## config.mk

```make
export PLATFORM = sky130hd
export DESIGN_NAME = inst_fetch_queue
export DESIGN_NICKNAME = d
export VERILOG_FILES = /design/src/rtl/inst_fetch_queue.sv
export SDC_FILE = /design/constraint.sdc
export NUM_CORES = 1
export LEC_CHECK = 0
export BUFFER_PORTS_ARGS = -buffer_cell sky130_fd_sc_hd__buf_2
export CORE_MARGIN = 3
export CORE_UTILIZATION = 40
export CTS_BUF_LIST = sky130_fd_sc_hd__clkbuf_4 sky130_fd_sc_hd__clkbuf_8
export DETAILED_ROUTE_END_ITERATION = 6
export PLACE_DENSITY_LB_ADDON = 0.08
export SLEW_MARGIN = 20
export SYNTH_ARGS = -nofsm -noshare
export SYNTH_HDL_FRONTEND = slang
export SYNTH_SLANG_ARGS = --single-unit
```

## constraint.sdc

```tcl
create_clock -name clk -period 5.84 [get_ports clk]
set_clock_uncertainty 0.1 [all_clocks]
set_input_delay 0.292 -clock clk [delete_from_list [all_inputs] [get_ports clk]]
set_output_delay 0.292 -clock clk [all_outputs]
set_load 0.1 [all_outputs]
```

## src/rtl/inst_fetch_queue.sv

```systemverilog
// Fetch stage: drives the instruction-memory word address, captures {pc, word} into a small FIFO
// drained by decode. Optional halt-on-ecall is enabled with `define FETCH_HALT_EN.
module inst_fetch_queue #(
    parameter int          ADDR_W   = 6,
    parameter int          DEPTH    = 2,
    parameter logic [31:0] RESET_PC = 32'h0000_0000
) (
    input  logic              clk,
    input  logic              rst,
    output logic [ADDR_W-1:0] imem_addr,
    input  logic [31:0]       imem_data,
    input  logic              redirect_valid,
    input  logic [31:0]       redirect_pc,
    output logic              inst_valid,
    input  logic              inst_ready,
    output logic [31:0]       inst_out,
    output logic [31:0]       inst_pc,
    output logic              halted
);

    localparam int PTR_W = $clog2(DEPTH);
    localparam int CNT_W = PTR_W + 1;

    logic [31:0]      fetch_pc_reg, fetch_pc_next;
    logic [PTR_W-1:0] wr_ptr_reg, wr_ptr_next;
    logic [PTR_W-1:0] rd_ptr_reg, rd_ptr_next;
    logic [CNT_W-1:0] count_reg, count_next;

    logic [31:0] entry_pc   [DEPTH];
    logic [31:0] entry_inst [DEPTH];

    logic pop;
    logic push;
    logic halt_req;

    assign imem_addr  = fetch_pc_reg[ADDR_W+1:2];
    assign inst_valid = (count_reg != '0);
    assign pop        = inst_valid & inst_ready;
    assign push       = ~redirect_valid & ~halted
                        & ((count_reg < CNT_W'(DEPTH)) | pop);

`ifdef FETCH_HALT_EN
    localparam logic [31:0] ECALL_WORD = 32'h0000_0073;

    logic halted_reg;

    // An ecall is still enqueued, but fetch freezes on it until a redirect.
    assign halt_req = push & (imem_data == ECALL_WORD);
    assign halted   = halted_reg;

    always_ff @(posedge clk or posedge rst) begin
        if (rst) begin
            halted_reg <= 1'b0;
        end else if (redirect_valid) begin
            halted_reg <= 1'b0;
        end else if (halt_req) begin
            halted_reg <= 1'b1;
        end
    end
`else
    assign halt_req = 1'b0;
    assign halted   = 1'b0;
`endif

    always_comb begin
        fetch_pc_next = fetch_pc_reg;
        wr_ptr_next   = wr_ptr_reg;
        rd_ptr_next   = rd_ptr_reg;
        count_next    = count_reg;
        if (redirect_valid) begin
            // Flush wins over everything; a same-cycle pop is simply lost with the rest.
            fetch_pc_next = {redirect_pc[31:2], 2'b00};
            wr_ptr_next   = '0;
            rd_ptr_next   = '0;
            count_next    = '0;
        end else begin
            if (push) begin
                wr_ptr_next = wr_ptr_reg + PTR_W'(1);
                if (!halt_req) begin
                    fetch_pc_next = fetch_pc_reg + 32'd4;
                end
            end
            if (pop) begin
                rd_ptr_next = rd_ptr_reg + PTR_W'(1);
            end
            case ({push, pop})
                2'b10:   count_next = count_reg + CNT_W'(1);
                2'b01:   count_next = count_reg - CNT_W'(1);
                default: count_next = count_reg;
            endcase
        end
    end

    always_ff @(posedge clk or posedge rst) begin
        if (rst) begin
            fetch_pc_reg <= RESET_PC;
            wr_ptr_reg   <= '0;
            rd_ptr_reg   <= '0;
            count_reg    <= '0;
        end else begin
            fetch_pc_reg <= fetch_pc_next;
            wr_ptr_reg   <= wr_ptr_next;
            rd_ptr_reg   <= rd_ptr_next;
            count_reg    <= count_next;
        end
    end

    // Storage needs no reset: entries are only visible while count_reg says they are live.
    generate
        for (genvar gi = 0; gi < DEPTH; gi++) begin : g_entry
            always_ff @(posedge clk) begin
                if (push && (wr_ptr_reg == PTR_W'(gi))) begin
                    entry_pc[gi]   <= fetch_pc_reg;
                    entry_inst[gi] <= imem_data;
                end
            end
        end
    endgenerate

    assign inst_out = inst_valid ? entry_inst[rd_ptr_reg] : 32'h0;
    assign inst_pc  = inst_valid ? entry_pc[rd_ptr_reg]   : 32'h0;

endmodule

```

==> out/metrics.cfg, run 1 <==
[global_routing]
first_global_vias=4725
antenna_found_initial=0
grt_use_total=0.162
grt_pass1_wl_um=23600
grt_max_degree=64
overflow=0

[synth]
synth.area.mux_share=0.0928
synth.avg_cell_area_um2=13.1
synth_xor_area_frac=0.0127
yosysTopAreaCellShare=0.538
yosys.area_share.simple=0.146
synth_area_leader_cell=edfxtp_1
synth_edf_count=124
ys_top_cells_by_area=edfxtp_1 (54%), dfrtp_1 (12%), mux2i_1 (9.1%)
seq_area_frac_synth=0.661
syn_area_mm2=0.00692
async_reset_ff_frac=0.215
synth-seq-cells=158
synth_cell_types=50
synthCells=528
synth_adder_area_share=0.00181
synth_top_family_by_area=simple AND/OR/NAND/NOR gates
yosys_most_used_dff=edfxtp_1
yosys_warnings=0
synth_compound_area_frac=0.0476

[setup_path]
crit_path_end_kind=output pin
cp.depth=4
path_class=flop to output pin
r2r-start=count_reg[1]
startpoint_type=flop
r2r_slack_ns=3.37
critical_path.slowest_cell=dfrtp_4
cp_num_buf_inv=2
path_max_fanout=33
rr_worst_depth=3
critPathLaunch=rd_ptr_reg
cp_cell_sequence=buf_12, mux2i_1, nor2_1, buf_2
slowest_delay_ns=0.83
critPathRequiredTime_ns=5.45
crit_family=flip-flops
cp.arrival_ns=2.27
cp-endpoint=inst_out[13]
reg2reg_to=entry_inst[1][30]

[pwr]
power.total_mw=3.00
power_density_mw_per_mm2=344
max-vdd-ir-drop_mv=0.150
leakagePower_nw=3.35

[place]
port_buffers=134
post_dp_cell_area_mm2=0.00771
dp_hpwl_um=9280
gp_congestion=0.838

[cells_and_area]
design_area_mm2=0.00872
layout_common_cells=buf_2 (134), edfxtp_1 (124), nor2_1 (82)
n_fill_cell=1494
finalNetCount=783
drive_gt1_frac=0.263
insertedDiodeCount=0
mostFrequentLayoutCell=buf_2
largest_reg_flops=64
area_delta_synth_final_pct=26.0

[route]
vias=4746
drt_iter0_drc=277
drc_errors=0
ant_nets=0
drtPass1Iterations=4
wl_per_cell_um=15.8
avgViaCountPerCell=5.01
routed_wl_um=15000

[sta]
finalCriticalPeriod_ns=2.67
relSlewSlack=0.416
drv_slew=0
fin_hold_ws_ns=0.0369
hold_viol=0
tightest_slew_ns=0.876
period_share=0.457
setup_viol=0
grt_setup_unrepaired=no
fmax_mhz=375
final.setup.tns_ns=0

[job]
drv_cap=0

[hold_path]
hp-class=input port to flop
min_delay_path_depth=3

[floorplanning]
die_w_um=137
die_area_mm2=0.0189
rows=47
die_y_um=137
initial_core_util=0.413
io_pins=140
core_mm2=0.0168

[clocking]
clock-root-buffer=clkbuf_8
htree_num_levels=4
cts_buffers=17
cts_tree=built
clk_latency_ns=0.44
clk_path_buf_depth=2
cts.sinks=158
clkTransAtPathRegs_ns=0.08

[status]
status=complete, no violations

## report_power, final
part	internal [mW]	switching [mW]	total (mW)
registers	1.32	0.0769	1.40
clock network	0.392	0.386	0.778
logic	0.178	0.645	0.823
## worst register-to-register path: stages, from the launching register on
cell and delay, ns:
dfrtp_1 0.47, nand2b_2 0.32, and3_2 0.63, buf_4 0.57
## synthesized netlist by cell type (all sizes together), types with 2 or more instances
library cell  instances
edfxtp              124
nor2                 83
mux2i                63
dfrtp                34
nand2                30
nand3                26
buf                  22
nand4                19
clkbuf               12
o21ai                11
o31ai                 9
inv                   8
nor2b                 7
nor3                  7
xnor2                 7
a31oi                 6
and2                  6
or4                   6
a22oi                 5
and3                  5
and4                  5
o311ai                5
a21oi                 4
nor4                  3
xor2                  3
nor3b                 2
o211ai                2
## per-stage QoR
step	worst slack, ns	utilization	std cells
6_report	3.17	0.520	947
5_1_grt	3.02	0.520	947
4_1_cts	2.85	0.519	946
3_5_place_dp	3.10	0.460	854
3_3_place_gp	3.10	0.460	854
2_1_floorplan	0.199	-	530
## per-layer routing
layer | wire length, um | global-route usage
met2 | 7350 | 0.269
met3 | 728 | 0.0340
met4 | 225 | 0.0610
met1 | 6650 | 0.210
met5 | 0 | 0
## worst min path at each step
stage                       endpoint  slack, ns            start
global route        fetch_pc_reg[30]       0.01  redirect_pc[30]
detailed placement  fetch_pc_reg[20]       0.33              rst
CTS                 fetch_pc_reg[30]      0.005  redirect_pc[30]
floorplan           entry_inst[0][0]       0.29     imem_data[0]
global placement     fetch_pc_reg[4]       0.33              rst
finish              fetch_pc_reg[30]       0.04  redirect_pc[30]
## final cells by class
| cell class | instances | area (um2) | share of cell area |
|---|---|---|---|
| Sequential cell | 158 | 4580 | 0.525 |
| Multi-Input combinational cell | 328 | 2110 | 0.242 |
| Timing Repair Buffer | 201 | 1340 | 0.153 |
| Clock buffer | 24 | 305 | 0.0350 |
| Tap cell | 220 | 275 | 0.0316 |
| Clock inverter | 8 | 82.6 | 0.00947 |
| Inverter | 8 | 30.0 | 0.00345 |
## what timing repair did
action                                 CTS  global route
buffers inserted                         0             0
hold buffers                            60             0
endpoints found under the hold margin  125             0
gates resized for setup                  0             0
## cell families after synthesis
| kind of cell | count (synthesis) |
|---|---|
| other | 1 |
| xor gates and xnor gates | 10 |
| adders and majority gates | 1 |
| and+or+nand+nor | 202 |
| DFF | 158 |
| buffers and inverters | 44 |
| muxes | 64 |
| AOI/OAI and AO/OA | 48 |
No activity file was read; power rests on OpenSTA's default activity.
==> inputs of run 2 (changes only) <==
- clock period: 5.84 -> 2.55 ns (I/O delays scaled with it)
==> out/metrics.cfg, run 2 (synthesized netlist as in run 1, its figures left out) <==
[status]
status=complete, no violations

[cells_and_area]
insertedDiodeCount=0
area_delta_synth_final_pct=27.6
finalNetCount=793
largest_reg_flops=64
drive_gt1_frac=0.265
layout_common_cells=buf_2 (134), edfxtp_1 (124), nor2_1 (82)
mostFrequentLayoutCell=buf_2

[sta]
relSlewSlack=0.556
setup_viol=0
period_share=0.894
finalCriticalPeriod_ns=2.28
hold_viol=0
fin_ws_ns=0.271
grt_setup_unrepaired=no
drv_slew=0
tightest_slew_ns=0.665
fmax_mhz=439

[floorplanning]
die_w_um=137
die_area_mm2=0.0189
rows=47
die_y_um=137
io_pins=140
core_mm2=0.0168
initial_core_util=0.413

[setup_path]
critPathLaunch=rd_ptr_reg
path_class=flop to output pin
cp_cell_sequence=buf_4, mux2i_1, nor2_1, buf_2
r2r-start=fetch_pc_reg[8]
slowest_delay_ns=0.65
critPathRequiredTime_ns=2.32
path_max_fanout=16
rr_worst_depth=5
crit_path_end_kind=output pin
startpoint_type=flop
critical_path.slowest_cell=dfrtp_4
reg2reg_to=fetch_pc_reg[19]
r2r_slack_ns=0.49
cp-endpoint=inst_out[16]
cp.arrival_ns=2.05

[global_routing]
grt_max_degree=63
antenna_found_initial=0
grt_pass1_wl_um=24300
grt_use_total=0.167
first_global_vias=4752
overflow=0

[hold_path]
hp-class=input port to flop

[route]
drc_errors=0
routed_wl_um=15400
avgViaCountPerCell=5.05
wl_per_cell_um=16.1
drt_iter0_drc=306
drtPass1Iterations=4
ant_nets=0
vias=4824

[clocking]
clock-root-buffer=clkbuf_8
cts_buffers=17
cts.sinks=158
clk_latency_ns=0.44
clkTransAtPathRegs_ns=0.08
clk_path_buf_depth=2
cts_tree=built
htree_num_levels=4

[pwr]
leakagePower_nw=3.40
seq_power_share=0.469
pwr-share-comb=0.286
p_int_mw=4.25
p_clk_frac=0.245
max-vdd-ir-drop_mv=0.319
power_density_mw_per_mm2=769
power.total_mw=6.78
switching_share=0.374
power.switching_mw=2.54

[job]
drv_cap=0

[place]
dp_slack_ns=0.545
port_buffers=134
dp_hpwl_um=9920
gp_congestion=0.839

==> run 2: what timing repair did <==
item                                    4_1_cts  5_1_grt
setup buffers                                 0        1
endpoints found under the setup margin        0        9
resized for setup                             0        0
hold buffers                                 64        0
hold endpoints to repair                    131        0
==> run 2: worst min-delay path by stage <==
stage / depth (start not counted) / startpoint / end / slack, ns
floorplan: 0 / imem_data[0] / entry_inst[0][0] / 0.13
global placement: 3 / rst / fetch_pc_reg[22] / 0.16
detailed placement: 3 / rst / fetch_pc_reg[22] / 0.16
CTS: 2 / redirect_valid / wr_ptr_reg / 0.09
global route: 2 / redirect_valid / wr_ptr_reg / 0.14
finish: 2 / redirect_valid / wr_ptr_reg / 0.12
==> run 2: worst max-delay path, delay by kind of cell (launching register included) <==
kind                   cells  cell delay, ns
buffers and inverters      2            0.76
AND/OR/NAND/NOR            1            0.10
flip-flops                 1            0.65
multiplexers               1            0.11
==> run 2: through the flow <==
step / hold WS (ns) / utilization / std cells / TNS [ns] / cell area (um2)
global route: 0.141 / 0.526 / 956 / 0 / 8820
CTS: 0.0926 / 0.525 / 955 / 0 / 8790
detailed placement: 0.163 / 0.466 / 860 / 0 / 7800
global placement: 0.163 / 0.466 / 860 / 0 / 7800
floorplan: 0.126 / - / 530 / -4.91 / 6940
finish: 0.122 / 0.526 / 956 / 0 / 8820
==> run 2: area by class of cell <==
class / instances / area, um2
multi-input cells: 328 / 2120
fillers: 1487 / 7940
inverters: 8 / 30.0
well taps: 220 / 275
repair buffers: 211 / 1470
flip-flops and latches: 158 / 4580
clock inverters: 11 / 93.8
clock buffers: 20 / 256
==> run 2: power groups by stage <==
stage / clock network [mW] / logic (mW) / registers [mW]
5_1_grt: 1.84 / 2.04 / 3.21
6_report: 1.66 / 1.94 / 3.18
4_1_cts: 1.72 / 1.94 / 3.20
3_3_place_gp: 0 / 1.84 / 3.24
2_1_floorplan: 0 / 1.59 / 3.17
3_5_place_dp: 0 / 1.86 / 3.25
==> run 2: routing by layer <==
layer,share of wire,global-route usage,vias up
li1,-,-,2342
met1,0.44,0.210,2347
met2,0.50,0.287,124
met3,0.054,0.0420,11
met4,0.0080,0.0443,0
met5,0,0,-
